## config.mk

```make
export PLATFORM = sky130hd
export DESIGN_NAME = reset_sequencer
export DESIGN_NICKNAME = d
export VERILOG_FILES = /design/src/rtl/reset_sequencer.sv
export SDC_FILE = /design/constraint.sdc
export NUM_CORES = 1
export LEC_CHECK = 0
export CORE_ASPECT_RATIO = 1.25
export CORE_MARGIN = 5
export CORE_UTILIZATION = 35
export DETAILED_ROUTE_END_ITERATION = 8
export PLACE_DENSITY = 0.66
export REMOVE_ABC_BUFFERS = 1
export SETUP_SLACK_MARGIN = 0.5
export SLEW_MARGIN = 5
export SYNTH_ARGS = -nofsm -noshare
export SYNTH_HDL_FRONTEND = slang
export SYNTH_SLANG_ARGS = --single-unit
```

## constraint.sdc

```tcl
create_clock -name clkIn -period 2.2 [get_ports clkIn]
set_input_delay 0.22 -clock clkIn [delete_from_list [all_inputs] [get_ports clkIn]]
set_output_delay 0.22 -clock clkIn [all_outputs]
set_load 0.01 [all_outputs]
```

## src/rtl/reset_sequencer.sv

```systemverilog
// -----------------------------------------------------------------------------
// reset_sequencer
//
// Purpose
//   Turns one asynchronous, active-high board reset into a staggered set of
//   reset outputs. The deassertion edge of rstIn is synchronised to clkIn
//   through a short flop chain. After a minimum hold time, the outputs are
//   released one at a time in ascending index order, with a fixed gap between
//   them. A synchronous software reset request restarts the hold/release
//   sequence without going back through the synchroniser.
//
// Parameters
//   SYNC_STAGES      : synchroniser depth on the deassertion path (2..8)
//   NUM_OUT          : number of sequenced reset outputs (1..16)
//   HOLD_CYCLES      : clocks from synchronised deassertion to the first
//                      release (1..1024)
//   GAP_CYCLES       : clocks between successive releases (1..1024)
//   RST_OUT_POLARITY : asserted level of every rstOut bit
//
// Ports
//   clkIn    in   1        : the single clock
//   rstIn    in   1        : asynchronous active-high reset; it asserts
//                            everything immediately and wins over all else
//   swRstIn  in   1        : synchronous software reset request, sampled on
//                            the rising edge; it is ignored while in RESET
//   rstOut   out  NUM_OUT  : sequenced resets, asserted at RST_OUT_POLARITY
//   doneOut  out  1        : high once every rstOut bit has been released
//   stateOut out  2        : RESET=0, HOLD=1, RELEASE=2, RUN=3
//
// Every output comes straight from a flop, so no input reaches an output
// combinationally.
// -----------------------------------------------------------------------------
module reset_sequencer #(
    parameter int   SYNC_STAGES      = 2,
    parameter int   NUM_OUT          = 4,
    parameter int   HOLD_CYCLES      = 16,
    parameter int   GAP_CYCLES       = 8,
    parameter logic RST_OUT_POLARITY = 1'b1
) (
    input  logic               clkIn,
    input  logic               rstIn,
    input  logic               swRstIn,
    output logic [NUM_OUT-1:0] rstOut,
    output logic               doneOut,
    output logic [1:0]         stateOut
);

    // -------------------------------------------------------------------------
    // Parameter legality (elaboration-time)
    // -------------------------------------------------------------------------
    if (SYNC_STAGES < 2 || SYNC_STAGES > 8) begin : g_bad_sync_stages
        $error("reset_sequencer: SYNC_STAGES=%0d outside legal range 2..8", SYNC_STAGES);
    end
    if (NUM_OUT < 1 || NUM_OUT > 16) begin : g_bad_num_out
        $error("reset_sequencer: NUM_OUT=%0d outside legal range 1..16", NUM_OUT);
    end
    if (HOLD_CYCLES < 1 || HOLD_CYCLES > 1024) begin : g_bad_hold_cycles
        $error("reset_sequencer: HOLD_CYCLES=%0d outside legal range 1..1024", HOLD_CYCLES);
    end
    if (GAP_CYCLES < 1 || GAP_CYCLES > 1024) begin : g_bad_gap_cycles
        $error("reset_sequencer: GAP_CYCLES=%0d outside legal range 1..1024", GAP_CYCLES);
    end

    // -------------------------------------------------------------------------
    // Local constants
    // -------------------------------------------------------------------------
    // The counter only ever has to reach HOLD_CYCLES-1 or GAP_CYCLES-1, so
    // clog2 of the larger one is enough bits. It is forced to at least 1 bit
    // so that the degenerate 1-cycle case still has a legal vector.
    localparam int MAX_CYCLES = (HOLD_CYCLES > GAP_CYCLES) ? HOLD_CYCLES : GAP_CYCLES;
    localparam int CNT_W      = (MAX_CYCLES > 1) ? $clog2(MAX_CYCLES) : 1;

    localparam logic [CNT_W-1:0]   HOLD_LAST    = CNT_W'(HOLD_CYCLES - 1);
    localparam logic [CNT_W-1:0]   GAP_LAST     = CNT_W'(GAP_CYCLES - 1);
    localparam logic [NUM_OUT-1:0] ALL_ASSERTED = {NUM_OUT{RST_OUT_POLARITY}};

    typedef enum logic [1:0] {
        ST_RESET   = 2'd0,
        ST_HOLD    = 2'd1,
        ST_RELEASE = 2'd2,
        ST_RUN     = 2'd3
    } state_t;

    // -------------------------------------------------------------------------
    // Registers
    // -------------------------------------------------------------------------
    logic [SYNC_STAGES-1:0] sync_q;
    logic [SYNC_STAGES-1:0] sync_d;
    state_t                 state_q;
    state_t                 state_d;
    logic [CNT_W-1:0]       cnt_q;
    logic [CNT_W-1:0]       cnt_d;
    logic [NUM_OUT-1:0]     rst_out_q;
    logic [NUM_OUT-1:0]     rst_out_d;
    logic                   done_q;
    logic                   done_d;

    // The synchroniser output is still asserted while any stage holds a 1.
    logic sync_rst;
    assign sync_rst = sync_q[SYNC_STAGES-1];

    // -------------------------------------------------------------------------
    // Release pattern
    // -------------------------------------------------------------------------
    // Released bits always form a contiguous run starting at index 0. Each
    // release therefore shifts the current pattern up by one bit and fills
    // bit 0 with the deasserted level. Shifting an all-asserted vector gives
    // the first release. Each later shift frees exactly one more bit. A
    // released bit can never be driven back to asserted by this path.
    logic [NUM_OUT-1:0] rst_out_shift;

    for (genvar gi = 0; gi < NUM_OUT; gi++) begin : g_shift
        if (gi == 0) begin : g_first
            assign rst_out_shift[gi] = ~RST_OUT_POLARITY;
        end else begin : g_next
            assign rst_out_shift[gi] = rst_out_q[gi-1];
        end
    end

    // The top bit of the shifted pattern shows whether this release is the
    // final one. This also covers NUM_OUT=1: the very first release is then
    // the last, so HOLD goes straight to RUN.
    logic last_release;
    assign last_release = (rst_out_shift[NUM_OUT-1] == ~RST_OUT_POLARITY);

    // -------------------------------------------------------------------------
    // Synchroniser next state
    // -------------------------------------------------------------------------
    // rstIn sets every stage asynchronously. Once rstIn is low, a zero is
    // shifted in on each edge, so the last stage clears on edge SYNC_STAGES.
    always_comb begin
        sync_d = {sync_q[SYNC_STAGES-2:0], 1'b0};
    end

    // -------------------------------------------------------------------------
    // FSM next state and outputs
    // -------------------------------------------------------------------------
    always_comb begin
        state_d   = state_q;
        cnt_d     = cnt_q;
        rst_out_d = rst_out_q;
        done_d    = done_q;

        case (state_q)
            ST_RESET: begin
                // Software reset is deliberately not looked at here. Only
                // the synchroniser can move the FSM out of RESET.
                rst_out_d = ALL_ASSERTED;
                done_d    = 1'b0;
                cnt_d     = '0;
                if (!sync_rst) begin
                    state_d = ST_HOLD;
                end
            end

            ST_HOLD: begin
                if (swRstIn) begin
                    // Re-entering HOLD with a cleared counter on every edge
                    // that samples swRstIn high pins the counter at 0 for as
                    // long as the request stays high.
                    rst_out_d = ALL_ASSERTED;
                    done_d    = 1'b0;
                    cnt_d     = '0;
                    state_d   = ST_HOLD;
                end else if (cnt_q == HOLD_LAST) begin
                    cnt_d     = '0;
                    rst_out_d = rst_out_shift;
                    if (last_release) begin
                        done_d  = 1'b1;
                        state_d = ST_RUN;
                    end else begin
                        state_d = ST_RELEASE;
                    end
                end else begin
                    cnt_d = cnt_q + CNT_W'(1);
                end
            end

            ST_RELEASE: begin
                if (swRstIn) begin
                    rst_out_d = ALL_ASSERTED;
                    done_d    = 1'b0;
                    cnt_d     = '0;
                    state_d   = ST_HOLD;
                end else if (cnt_q == GAP_LAST) begin
                    cnt_d     = '0;
                    rst_out_d = rst_out_shift;
                    if (last_release) begin
                        done_d  = 1'b1;
                        state_d = ST_RUN;
                    end
                end else begin
                    cnt_d = cnt_q + CNT_W'(1);
                end
            end

            ST_RUN: begin
                if (swRstIn) begin
                    rst_out_d = ALL_ASSERTED;
                    done_d    = 1'b0;
                    cnt_d     = '0;
                    state_d   = ST_HOLD;
                end
            end

            default: begin
                rst_out_d = ALL_ASSERTED;
                done_d    = 1'b0;
                cnt_d     = '0;
                state_d   = ST_RESET;
            end
        endcase
    end

    // -------------------------------------------------------------------------
    // State registers
    // -------------------------------------------------------------------------
    always_ff @(posedge clkIn or posedge rstIn) begin
        if (rstIn) begin
            sync_q    <= '1;
            state_q   <= ST_RESET;
            cnt_q     <= '0;
            rst_out_q <= ALL_ASSERTED;
            done_q    <= 1'b0;
        end else begin
            sync_q    <= sync_d;
            state_q   <= state_d;
            cnt_q     <= cnt_d;
            rst_out_q <= rst_out_d;
            done_q    <= done_d;
        end
    end

    // -------------------------------------------------------------------------
    // Outputs (registered only)
    // -------------------------------------------------------------------------
    assign rstOut   = rst_out_q;
    assign doneOut  = done_q;
    assign stateOut = state_q;

endmodule

```

# Yosys cells after proc, flatten, opt, wreduce, memory -nomap -nowiden
# Cells that the tools add are included.
# word_totals
reg_bits	13
input_bits	3
wordCells	47
output_inout_bits	7
# op_classes
n_eq_ne	10
n_mux	28
add_sub_neg	1
reduce_logical	3
# op_table
operator	n
two-way mux 4 bit	10
case mux 4 bit (4 select lines)	2
two-way mux 2 bit	7
inequality test 3 bit, second input constant	3
case mux 2 bit (4 select lines)	1
two-way mux 1 bit	7
AND reduction 5 bit	1
adder 4 x 1 -> 4 bit, second input constant	1
equality test 2 bit, second input constant	2
equality test 4 x 3 -> 1 bit, second input constant	1
equality test 4 bit, second input constant	1
inequality test 2 bit, second input constant	2
case mux 1 bit (4 select lines)	1
AND reduction 3 bit	1
equality test 2 x 1 -> 1 bit, second input constant	1
zero test 2 bit	1

# Logic depth before layout (Yosys ltp)
# depth
depth_word	4
ltp_mapped	6
mapped_depth_nobuf	6

# Worst setup path after synthesis
# OpenSTA, ideal clock, no wires.
# synth_timing
path_kind	reg-to-reg
from	register state_q[0] (netlist: stateOut[0])
to	register state_q[0] (netlist: stateOut[0])
path_stages_with_launch	7
n_path_buf	0
path_slack_ps	264
arrival_time_ps	1811
period_less_slack_ps	1936
setup_ps	125
t_required_ps	2075
path_cell_list	dfrtp_1 inv_1 ha_1 nor2_1 a211oi_4 a2111oi_4 mux2_2
# synth_between
elab_chain_len	3
elab_cells_between_ends	11
classes_between	8 x eq/ne; 1 x mux; 2 x reduce/logical
# synth_lines
element	line_no	rtl
start: declaration	89	state_t state_q;
start signal: assignment	227	state_q <= state_d;
equality test 2 bit, or another cell as far along	144	case (state_q)
inequality test 3 bit (no line) / inequality test 2 bit (equally long branches)	n/a	
AND reduction 5 bit (no line)	n/a	
# Several ways; a longest one is shown, not always the timed one.
# A chain may end at the register's enable or synchronous reset.

# Worst setup path after layout
# layout_timing
from	register state_q[1] (netlist: stateOut[1])
to	register state_q[1] (netlist: stateOut[1])
# Same word-level chain as after synthesis.

==> results.md <==
* Status: complete, no violations
* CTS tree: built
* Final instance area at between 1000 and 1500 µm²
* Yosys cell types at 30
* CP max FO at 5
* Synth Instances at 67
* Clock Skews at between 8 and 9 ps
* Count of TritonRoute iterations in the first routing pass at 2
* Max_cap viols at 0
* DP Cell Count at 96
* Ant diodes at 0
* Vias in the first global route at between 600 and 700
* Largest area contributor in the netlist: dfrtp_1
* Final Wtd Congestion at between 0.7 and 0.8
* DRC Markers at 0
* Fraction of layout cells with a size suffix above 1 at 0.411
* Syn Area/Cell at between 10 and 15 µm²
* Final setup vio count at 0
* Top post-synthesis cells by area: dfrtp_1 (24%), dfstp_2 (22%), ha_1 (8.7%), a2111oi_4 (3.8%), nand2_1 (3.7%)
* CORE AREA at 1960 µm²
* Crit-path slowest cell: dfrtp_2
* Worst Reg-to-Reg Cells at 5
* Worst path top cell family by delay: flip-flops
* Placed cell areas at between 800 and 900 µm²
* RSZ-0062 raised after global routing: yes
* I/O pin cnt at 10
* Final wirelength at 1540 µm
* Clock tree sinks at 13
* Latest clock arrival within the worst-skew pair at roughly 270 ps
* Hold/Removal Path Class: in -> async
* Worst IR Drop VDD at 0.603 mV
* Vias at roughly 570
* Synth-to-Final Area Change at 44.2%
* CTS max path bufs at 2
* Part of the cycle the worst path needs at 0.780
* R2R Setup Slk at about 480 ps
* Initial Util at 0.365
* Crit path DAT at 1870 ps
* HPWL after DPL at ~1100 µm
* Setup_tns at 0 ps
* IO Port Bufs at 9
* Largest net degree at the start of global routing at 14
* Seq/Total Area, Yosys at 0.465
* Hold WS at 262 ps
* Critical path class: reg -> reg
* Peak per-stage delay on the critical path at about 450 ps
* Final worst slack at 484 ps
* Tmin final at around 1700 ps
* Overflow after GRT at 0
* WP buf/inv at 1
* Die ar. at just over 3000 µm²
* Chip Width at 50.4 µm
* Flops & latches, synth at 13
* Yosys top cell area share at 0.245
* Cts bufs inserted at 3
* Initial antenna violation count at 0
* CP cell instances: buf_4 -> ha_4 -> nor2b_4 -> a2111oi_4 -> mux2_4
* Worst R2R End: stateOut[1]$_DFFE_PP0P_
* Die H at about 60 µm
* Final Max Slew Viols at 0
* Netlist Area Pre-Place at 716 µm²
* PwrDens at approximately 1100 nW/µm²
* WL/cell at ~14 µm
* Net count, final at 99
* Fmax at around 580 MHz
* Worst path required time at between 2000 and 2500 ps
* CTS clk-pin slew, worst paths at about 80 ps
* Initial DRC Count at 11
* Setup crit start kind: flip-flop
* Final Hold Viols at 0
* Critical R2R Launch: stateOut[1]$_DFFE_PP0P_
* Pre-CTS setup slack at approximately 200 ps
* Leak Pwr at 0.000440 µW
* Critical Path Sink Type: flip-flop
* First-pass GRT wire length at roughly 2700 µm
* Root buffer cell: clkbuf_4
* Cell Rows at 18
* H-tree Lvls at 1
* Fin cells at 110
* Drt via density at 5.15
* Ys Warns at 0
* DRT antenna net count at 0
* Gr usage total at 0.116
## layout by cell type (no fill, tap or decap), types with 2 or more instances in the layout
master           synthesis  routed
clkdlybuf4s50_1          0       9
buf_4                    0       8
nand2_1                  7       7
dfstp_2                  6       6
dfrtp_1                  7       5
nor2_1                   5       4
o21ai_0                  4       4
inv_1                    5       3
ha_4                     0       3
clkbuf_4                 0       3
buf_6                    0       3
nand2b_1                 2       2
o22a_1                   2       2
nand3_1                  2       2
nor3b_1                  2       2
inv_2                    0       2
nor3_1                   2       2
mux2_4                   0       2
ha_1                     5       2
dfrtp_2                  0       2
## cells by family (layout without fill, tap and decap cells)
group                      count (synthesis)  count (layout)  share of synthesized area
muxes                                      3               3                     0.0507
other                                      1               1                    0.00524
and+or+nand+nor                           26              26                      0.187
buffers and inverters                      6              29                     0.0315
DFF                                       13              13                      0.465
adders and majority gates                  5               5                     0.0874
AOI/OAI and AO/OA                         13              13                      0.173
## worst register-to-register path: stages, from the launching register on
cell	delay, ps
dfrtp_2	450
buf_4	150
ha_4	170
nor2b_4	140
a2111oi_4	350
mux2_4	330
## how the worst max path moves through the flow
stage	startpoint	depth (start not counted)	to
floorplan	stateOut[0]$_DFFE_PP0P_	6	stateOut[0]$_DFFE_PP0P_
global placement	stateOut[0]$_DFFE_PP0P_	6	stateOut[0]$_DFFE_PP0P_
detailed placement	stateOut[0]$_DFFE_PP0P_	6	stateOut[0]$_DFFE_PP0P_
CTS	stateOut[1]$_DFFE_PP0P_	7	doneOut$_DFFE_PP0P_
global route	stateOut[1]$_DFFE_PP0P_	6	cnt_q[3]$_DFFE_PP0N_
finish	stateOut[1]$_DFFE_PP0P_	5	stateOut[1]$_DFFE_PP0P_
## power by group
group / switching (µW) / leakage [µW] / total, µW / internal, µW
Sequential: 44.9 / 0.000154 / 345 / 300
Clock: 73.4 / 0.0000150 / 143 / 70.0
Combinational: 284 / 0.000270 / 627 / 343
Total: 402 / 0.000440 / 1120 / 713
## sequential cells by signal, indices dropped and copies added, names as in the netlist
signal    cells
cnt_q         4
doneOut       1
rstOut        4
stateOut      2
sync_q        2
## layout make-up
cell class | count | area, µm²
Clock buffer | 4 | 26.3
Inverter | 5 | 18.8
Tap cell | 20 | 25.0
Timing Repair Buffer | 20 | 184
Fill cell | 165 | 927
Sequential cell | 13 | 335
Multi-Input combinational cell | 48 | 443
## synth_stat cells, drive strengths merged
cell	number
inv	5
a21oi	1
a211oi	2
nor3b	2
nand3	2
mux2	2
o21ba	1
mux2i	1
a2111oi	1
ha	5
conb	1
nor4	1
o21ai	4
nand3b	1
nor3	2
or3	1
a211o	1
o21a	1
dfstp	6
nor2	5
dfrtp	7
clkbuf	1
nand4b	1
nand2	7
o22a	2
nor2b	1
and2	1
nand2b	2
## metal layers
layer,wire length (µm),GRT usage,share of wire,vias to the layer above
met3,17,0.0221,0.011,2
met2,858,0.230,0.56,5
met1,642,0.112,0.42,280
met4,18,0.0584,0.012,0
met5,0,0,0,-
li1,-,-,-,280
## what timing repair did
item                                   CTS  global route
resized for setup                        9            14
hold buffers                             0             0
setup endpoints to repair                7             9
pin swaps                                2             3
endpoints found under the hold margin    0             0
buffers inserted                         6             4
## stage by stage
| stage | total power, µW | util |
|---|---|---|
| floorplan | 627 | - |
| global placement | 748 | 0.426 |
| detailed placement | 756 | 0.426 |
| CTS | 991 | 0.479 |
| global route | 1210 | 0.527 |
| finish | 1120 | 0.527 |
(Power assumes the default switching activity.)
